[config.mk]
export PLATFORM = sky130hd
export DESIGN_NAME = avalon_ahb_bridge_flat
export DESIGN_NICKNAME = d
export VERILOG_FILES = /design/src/rtl/avalon_ahb_bridge_if.sv /design/src/rtl/avalon_ahb_bridge.sv /design/src/flat_wrapper.sv
export SDC_FILE = /design/constraint.sdc
export NUM_CORES = 1
export LEC_CHECK = 0
export ABC_AREA = 1
export CORE_ASPECT_RATIO = 0.5
export CORE_MARGIN = 1.5
export CORE_UTILIZATION = 45
export DETAILED_ROUTE_END_ITERATION = 10
export DONT_BUFFER_PORTS = 1
export HOLD_SLACK_MARGIN = 0.1
export PLACE_DENSITY = 0.66
export SYNTH_ARGS = -nofsm -noshare
export SYNTH_HDL_FRONTEND = slang
export SYNTH_SLANG_ARGS = --single-unit
[constraint.sdc]
create_clock -name clk -period 3.7 [get_ports clk]
set_input_delay 0.37 -clock clk [delete_from_list [all_inputs] [get_ports clk]]
set_output_delay 0.37 -clock clk [all_outputs]
set_load 0.01 [all_outputs]
[src/rtl/avalon_ahb_bridge_if.sv]
// Bus bundle for the Avalon-MM slave / AHB master bridge. The bridge takes the
// slave modport and the local Avalon master plus AHB slave take the master modport.
interface avalon_ahb_bridge_if;
    logic [31:0] address;
    logic        read;
    logic        write;
    logic [31:0] writedata;
    logic        waitrequest;
    logic        readdatavalid;
    logic [31:0] readdata;

    logic [31:0] HADDR;
    logic [1:0]  HTRANS;
    logic        HWRITE;
    logic [2:0]  HSIZE;
    logic [2:0]  HBURST;
    logic [3:0]  HPROT;
    logic [31:0] HWDATA;
    logic [31:0] HRDATA;
    logic        HREADY;
    logic [1:0]  HRESP;

    logic        err_clr;
    logic        err_sticky;

    modport slave (
        input  address, read, write, writedata, HRDATA, HREADY, HRESP, err_clr,
        output waitrequest, readdatavalid, readdata,
               HADDR, HTRANS, HWRITE, HSIZE, HBURST, HPROT, HWDATA, err_sticky
    );

    modport master (
        output address, read, write, writedata, HRDATA, HREADY, HRESP, err_clr,
        input  waitrequest, readdatavalid, readdata,
               HADDR, HTRANS, HWRITE, HSIZE, HBURST, HPROT, HWDATA, err_sticky
    );
endinterface

[src/rtl/avalon_ahb_bridge.sv]
// Avalon-MM slave to AHB master bridge: single 32-bit transfers, one outstanding,
// RETRY/SPLIT re-issued up to RETRY_LIMIT times before being reported as ERROR.
module avalon_ahb_bridge #(
    parameter logic [31:0] ERR_DATA    = 32'hDEAD_BEEF,
    parameter logic [3:0]  HPROT_VAL   = 4'b0011,
    parameter int          RETRY_LIMIT = 15
) (
    input  logic                clk,
    input  logic                reset_n,
    avalon_ahb_bridge_if.slave  bus
);
    localparam int CNT_W = $clog2(RETRY_LIMIT + 2);
    localparam logic [CNT_W-1:0] RETRY_MAX = CNT_W'(RETRY_LIMIT);

    localparam logic [1:0] HTRANS_IDLE   = 2'b00;
    localparam logic [1:0] HTRANS_NONSEQ = 2'b10;
    localparam logic [1:0] HRESP_OKAY    = 2'b00;
    localparam logic [1:0] HRESP_ERROR   = 2'b01;

    typedef enum logic [1:0] {S_IDLE, S_ADDR, S_DATA, S_RESP} state_t;

    state_t           state_reg, state_next;
    logic [31:0]      addr_reg, addr_next;
    logic [31:0]      wdata_reg, wdata_next;
    logic [31:0]      rdata_reg, rdata_next;
    logic             write_reg, write_next;
    logic             err_reg, err_next;
    logic [CNT_W-1:0] retry_reg, retry_next;
    logic             xfer_err;

    always_ff @(posedge clk) begin
        if (!reset_n) begin
            state_reg <= S_IDLE;
            addr_reg  <= '0;
            wdata_reg <= '0;
            rdata_reg <= '0;
            write_reg <= 1'b0;
            err_reg   <= 1'b0;
            retry_reg <= '0;
        end else begin
            state_reg <= state_next;
            addr_reg  <= addr_next;
            wdata_reg <= wdata_next;
            rdata_reg <= rdata_next;
            write_reg <= write_next;
            err_reg   <= err_next;
            retry_reg <= retry_next;
        end
    end

    always_comb begin
        state_next = state_reg;
        addr_next  = addr_reg;
        wdata_next = wdata_reg;
        rdata_next = rdata_reg;
        write_next = write_reg;
        retry_next = retry_reg;
        xfer_err   = 1'b0;
        err_next   = bus.err_clr ? 1'b0 : err_reg;

        case (state_reg)
            S_IDLE: begin
                if (bus.read || bus.write) begin
                    addr_next  = bus.address;
                    wdata_next = bus.writedata;
                    write_next = bus.write;
                    retry_next = '0;
                    state_next = S_ADDR;
                end
            end
            S_ADDR: begin
                if (bus.HREADY) begin
                    state_next = S_DATA;
                end
            end
            S_DATA: begin
                if (bus.HREADY) begin
                    if (bus.HRESP == HRESP_OKAY) begin
                        if (write_reg) begin
                            state_next = S_IDLE;
                        end else begin
                            rdata_next = bus.HRDATA;
                            state_next = S_RESP;
                        end
                    end else if (bus.HRESP == HRESP_ERROR || retry_reg == RETRY_MAX) begin
                        xfer_err = 1'b1;
                    end else begin
                        retry_next = retry_reg + 1'b1;
                        state_next = S_ADDR;
                    end
                end
            end
            S_RESP: begin
                state_next = S_IDLE;
            end
            default: begin
                state_next = S_IDLE;
            end
        endcase

        // Exhausted retries land here too; setting the flag beats a same-cycle clear.
        if (xfer_err) begin
            err_next = 1'b1;
            if (write_reg) begin
                state_next = S_IDLE;
            end else begin
                rdata_next = ERR_DATA;
                state_next = S_RESP;
            end
        end
    end

    assign bus.waitrequest   = !reset_n || (state_reg != S_IDLE);
    assign bus.readdatavalid = (state_reg == S_RESP);
    assign bus.readdata      = rdata_reg;
    assign bus.HADDR         = addr_reg;
    assign bus.HTRANS        = (state_reg == S_ADDR) ? HTRANS_NONSEQ : HTRANS_IDLE;
    assign bus.HWRITE        = write_reg;
    assign bus.HSIZE         = 3'b010;
    assign bus.HBURST        = 3'b000;
    assign bus.HPROT         = HPROT_VAL;
    assign bus.HWDATA        = wdata_reg;
    assign bus.err_sticky    = err_reg;
endmodule

[src/flat_wrapper.sv]
// flat-port wrapper written by rule: the top's interface ports become plain ports
module avalon_ahb_bridge_flat 
#(
    parameter logic [31:0] ERR_DATA    = 32'hDEAD_BEEF,
    parameter logic [3:0]  HPROT_VAL   = 4'b0011,
    parameter int          RETRY_LIMIT = 15
)
  (clk, reset_n, bus_address, bus_read, bus_write, bus_writedata, bus_HRDATA, bus_HREADY, bus_HRESP, bus_err_clr, bus_waitrequest, bus_readdatavalid, bus_readdata, bus_HADDR, bus_HTRANS, bus_HWRITE, bus_HSIZE, bus_HBURST, bus_HPROT, bus_HWDATA, bus_err_sticky);
  avalon_ahb_bridge_if bus_i ();
  input  logic clk;
  input  logic reset_n;
  input wire logic [$bits(bus_i.address)-1:0] bus_address;
  input wire logic [$bits(bus_i.read)-1:0] bus_read;
  input wire logic [$bits(bus_i.write)-1:0] bus_write;
  input wire logic [$bits(bus_i.writedata)-1:0] bus_writedata;
  input wire logic [$bits(bus_i.HRDATA)-1:0] bus_HRDATA;
  input wire logic [$bits(bus_i.HREADY)-1:0] bus_HREADY;
  input wire logic [$bits(bus_i.HRESP)-1:0] bus_HRESP;
  input wire logic [$bits(bus_i.err_clr)-1:0] bus_err_clr;
  output wire logic [$bits(bus_i.waitrequest)-1:0] bus_waitrequest;
  output wire logic [$bits(bus_i.readdatavalid)-1:0] bus_readdatavalid;
  output wire logic [$bits(bus_i.readdata)-1:0] bus_readdata;
  output wire logic [$bits(bus_i.HADDR)-1:0] bus_HADDR;
  output wire logic [$bits(bus_i.HTRANS)-1:0] bus_HTRANS;
  output wire logic [$bits(bus_i.HWRITE)-1:0] bus_HWRITE;
  output wire logic [$bits(bus_i.HSIZE)-1:0] bus_HSIZE;
  output wire logic [$bits(bus_i.HBURST)-1:0] bus_HBURST;
  output wire logic [$bits(bus_i.HPROT)-1:0] bus_HPROT;
  output wire logic [$bits(bus_i.HWDATA)-1:0] bus_HWDATA;
  output wire logic [$bits(bus_i.err_sticky)-1:0] bus_err_sticky;
  assign bus_i.address = bus_address;
  assign bus_i.read = bus_read;
  assign bus_i.write = bus_write;
  assign bus_i.writedata = bus_writedata;
  assign bus_i.HRDATA = bus_HRDATA;
  assign bus_i.HREADY = bus_HREADY;
  assign bus_i.HRESP = bus_HRESP;
  assign bus_i.err_clr = bus_err_clr;
  assign bus_waitrequest = bus_i.waitrequest;
  assign bus_readdatavalid = bus_i.readdatavalid;
  assign bus_readdata = bus_i.readdata;
  assign bus_HADDR = bus_i.HADDR;
  assign bus_HTRANS = bus_i.HTRANS;
  assign bus_HWRITE = bus_i.HWRITE;
  assign bus_HSIZE = bus_i.HSIZE;
  assign bus_HBURST = bus_i.HBURST;
  assign bus_HPROT = bus_i.HPROT;
  assign bus_HWDATA = bus_i.HWDATA;
  assign bus_err_sticky = bus_i.err_sticky;
  avalon_ahb_bridge #(.ERR_DATA(ERR_DATA), .HPROT_VAL(HPROT_VAL), .RETRY_LIMIT(RETRY_LIMIT)) u_core (.clk(clk), .reset_n(reset_n), .bus(bus_i));
endmodule
-- After elaboration in Yosys (flattened, before gate mapping)
Index checks and enable logic that the tools add are counted.
- output and inout port bits: 112
- register bits: 105
- word-level logic and storage cells: 59
- input port bits: 104
- mux-type cells: 26
- equality and inequality tests: 13
- reduce and logical (&&, ||, !) cells: 12
- $add $sub $neg: 1
- operators by type and width (kind ; count):
    $mux W32 ; 6
    $mux W5 ; 4
    $mux W2 ; 8
    $pmux W5 S2 ; 1
    $pmux W2 S4 ; 1
    $mux W1 ; 6
    $ne A2 B2 Y1 const B ; 3
    $ne A3 B2 Y1 const B ; 2
    $reduce_bool A2 Y1 ; 3
    $add A5 B1 Y5 const B ; 1
    $eq A5 B4 Y1 const B ; 1
    $reduce_and A5 Y1 ; 1
    $eq A2 B1 Y1 const B ; 2
    $eq A2 B2 Y1 const B ; 2
    $logic_not A2 Y1 ; 2
    $ne A4 B2 Y1 const B ; 1
    $reduce_and A4 Y1 ; 1
    $logic_or A1 B1 Y1 ; 3
    $ne A3 B1 Y1 const B ; 1
    $ne A2 B1 Y1 const B ; 1
    $reduce_and A2 Y1 ; 1
    $logic_not A1 Y1 ; 1

-- Logic depth before layout (Yosys ltp)
- depth in word-level cells: 8
- depth in mapped cells: 12

-- Worst setup path before layout
OpenSTA, ideal clock, no wires.
- path type: register to register
- start: register u_core.retry_reg[0]
- end: register u_core.rdata_reg[14], in the netlist u_core.bus.readdata[14]
- slack: 2.153 ns
- stages on the path, launching flop included: 10
- library setup time: 0.073 ns
- arrival time: 1.474 ns
- required time: 3.627 ns
- buffers on the path: 0
- cells stage by stage: dfxtp_1 ha_1 nand2_1 nor2_1 ha_1 nor2_1 nor2_4 nand3_4 nand2_2 nor3b_2
- longest elaborated chain between the ends: 7
- RTL lines (item ; RTL line ; RTL):
    from (decl) ; avalon_ahb_bridge.sv:28 ; logic [CNT_W-1:0] retry_reg, retry_next;
    from (signal assigned) ; avalon_ahb_bridge.sv:47 ; retry_reg <= retry_next;
    $eq A5 B4 Y1 ; avalon_ahb_bridge.sv:85 ; end else if (bus.HRESP == HRESP_ERROR || retry_reg == RETRY_MAX) begin
    $logic_or A1 B1 Y1 ; avalon_ahb_bridge.sv:85 ;
    $mux W1 ; avalon_ahb_bridge.sv:85 ;
    $mux W1 ; avalon_ahb_bridge.sv:78 ; if (bus.HRESP == HRESP_OKAY) begin
    $mux W1 ; avalon_ahb_bridge.sv:77 ; if (bus.HREADY) begin
    $mux W1 ; avalon_ahb_bridge.sv:61 ; case (state_reg)
    $mux W32 ; avalon_ahb_bridge.sv:102 ; if (xfer_err) begin
    to (signal assigned) ; avalon_ahb_bridge.sv:44 ; rdata_reg <= rdata_next;
    to (decl) ; avalon_ahb_bridge.sv:25 ; logic [31:0] rdata_reg, rdata_next;
No other way between the ends.
A chain may end at the register's enable or synchronous reset.

-- Final worst setup path
- start: register u_core.state_reg[1]
- end: register u_core.addr_reg[15], in the netlist u_core.bus.HADDR[15]
- longest elaborated chain between the ends: 2
- RTL lines (item ; RTL line ; RTL):
    from (decl) ; avalon_ahb_bridge.sv:22 ; state_t state_reg, state_next;
    from (signal assigned) ; avalon_ahb_bridge.sv:41 ; state_reg <= state_next;
    $logic_not A2 Y1 ; avalon_ahb_bridge.sv:61 ;
    $reduce_and A2 Y1 (no line) ; -- ;
    to (signal assigned) ; avalon_ahb_bridge.sv:42 ; addr_reg <= addr_next;
    to (decl) ; avalon_ahb_bridge.sv:23 ; logic [31:0] addr_reg, addr_next;
No other way between the ends.

==> reports/metrics.csv <==
metric;value;unit
synth_most_common_cell;inv_1;
multiInputGateArea;1640;sq um
synth_edf_count;0;
crit_chain;nor2_2, o21ai_4, buf_4, o21ai_0, a21oi_1;
peakVddDrop;0.277;mV
critPathMaxStageDelay;0.64;ns
final.period_utilization;56.6;%
grt_pass1_wl;13600;microns
insertedDiodeCount;0;
gp_congestion;0.786;
report.final.slew_viol_count;0;
power_frac_clock;36.8;%
post_cts_buffers;0;
wl_per_cell;13.1;microns
synth_top_area_cell;dfxtp_1;
synth-async-reset-ratio;0;%
core;9480;sq um
antenna_found_initial;0;
syn_area;4410;sq um
fillers;948;
io_buffers;0;
wl_met1;3830;microns
grt_pass1_vias;2812;
hold_viol_final;0;
crit_arrival;2.36;ns
wl_met3;895;microns
area_delta_synth_final;5.27;%
overflow;0;
end_kind;flip-flop;
grtUsageTotal;16.5;%
swShare;28.5;%
fp.dieArea;10400;sq um
clock-sinks;105;
io_pins;216;
h-tree-depth;3;
p_leak;0.00215;uW
skew;0.00809;ns
crit_type;flip-flop to flip-flop;
setup_viol;0;
synth_area_leaders;dfxtp_1 (48%), inv_1 (9.1%), a21oi_1 (7.9%), nand2_1 (6.9%), o21ai_0 (6.8%);
top_layer_used;met4;
worst_hold_path.num_cells;2;
initial_core_util;46.6;%
path_clk_slew;0.07;ns
fin_tns_setup;0;ns
worstPathRequired;3.97;ns
hp-class;input pin to flip-flop;
fin_area;4650;sq um
clk_latency;0.34;ns
fmax;0.478;GHz
postCtsHoldBufs;0;
clk_path_buf_depth;2;
layout.nets;660;
dpl_cell_area;4330;sq um
ys_top_cells_by_count;inv_1 (107), dfxtp_1 (105), nand2_1 (81);
final_antenna_net_count;0;
synth_ff_type;dfxtp_1;
viasPerCell;4.77;
hold-worst-slack;0.176;ns
syn_area_per_cell;7.62;sq um
die_h;73.0;microns
cp_max_fo;72;
yosys_warnings;0;
cts_resized;0;
placedCellCount;678;
layout_min_cycle_time;2.09;ns
rows;25;
rsz0062_at_grt;no;
vias;3309;
grt_max_degree;93;
intPower;1960;uW
met2WireLength;4190;microns
drt-pass1-iter-count;4;
relSlewSlack;23.8;%
cts_inserted_buffers;9;
status;completed;
synth_seq_cells;105;
tightest_slew;1.14;ns
power.switching;781;uW
finalPower;2740;uW
die_w;143;microns
startpoint_type;flip-flop;
synth_top_area_share;47.6;%
drv_cap;0;
drc;0;
ff_latch_area;2100;sq um
pwr_density_cell;591;nW/um^2
ys_types;27;
drive_above_1_share;6.44;%
root_buffer;clkbuf_16;
dr.first_iter.drc_count;139;
seq_power_share;51.9;%
routed_wl;9060;microns
pwr-share-comb;11.3;%
ys_seq_area_share;47.6;%
critPathSlowestCell;buf_4;
post_synth_inst_count;579;
r2r_cells;5;
dp_hpwl;6040;microns
cts_tree;yes;
instances_no_fill;694;
[power groups by stage]
| stage | clock, uW | combinational [uW] | sequential, uW |
|---|---|---|---|
| finish | 1010 | 311 | 1420 |
| global placement | 0 | 304 | 1450 |
| floorplan | 0 | 318 | 1420 |
| CTS | 1040 | 313 | 1430 |
| global route | 1090 | 372 | 1440 |
| detailed placement | 0 | 313 | 1450 |
[critical path: cells and delay by family (launching register included)]
kind                   cells  cell delay, ns
AOI/OAI and AO/OA          3            0.72
DFF                        1            0.50
and+or+nand+nor            1            0.14
buffers and inverters      1            0.64
[worst paths after layout]
check	from	to	slack [ns]
worst min register to register	u_core.retry_reg[4]$_SDFFE_PN0P_	u_core.retry_reg[4]$_SDFFE_PN0P_	0.47
worst min-delay path	reset_n	u_core.bus.HWDATA[31]$_SDFFE_PN0P_	0.18
worst max register to register	u_core.state_reg[1]$_SDFFE_PN0P_	u_core.bus.HADDR[15]$_SDFFE_PN0P_	1.61
worst max-delay path	u_core.state_reg[1]$_SDFFE_PN0P_	u_core.bus.HADDR[15]$_SDFFE_PN0P_	1.61
[cells in the final DEF, fill, tap and decap left out, drive strengths merged]
cell type,instances
a21oi,70
nor3,1
buf,1
inv,109
clkinvlp,1
dfxtp,105
nor3b,9
clkinv,3
bufinv,2
conb,11
clkbuf,9
nor2,29
and2,1
nand2,85
o21ai,67
nand3,53
ha,2
nand4,1
[kinds of logic after synthesis]
| logic type | synth area share [%] |
|---|---|
| AND/OR/NAND/NOR | 19.9 |
| flip-flops | 47.6 |
| buffers and inverters | 16.1 |
| adder cells (fa/ha/maj) | 0.567 |
| AO/OA/AOI/OAI | 15.6 |
| other | 0.170 |
[metrics by stage]
step,util (%),setup WS [ns]
floorplan,-,2.15
global placement,45.7,1.43
detailed placement,45.7,1.43
CTS,49.0,1.62
global route,49.0,1.32
finish,49.0,1.61
[cell type report]
| class | instances | share of cell area (%) |
|---|---|---|
| multi-input cells | 329 | 35.4 |
| repair buffers | 1 | 0.162 |
| clock buffers | 9 | 4.85 |
| clock inverters | 7 | 2.02 |
| well taps | 135 | 3.64 |
| inverters | 108 | 8.73 |
| flip-flops and latches | 105 | 45.2 |
[routing by layer]
metal,up-vias,GRT usage [%]
met5,-,0
met4,0,4.93
met3,12,7.68
met2,127,27.0
met1,1429,19.5
li1,1741,-
(Power assumes the default switching activity.)
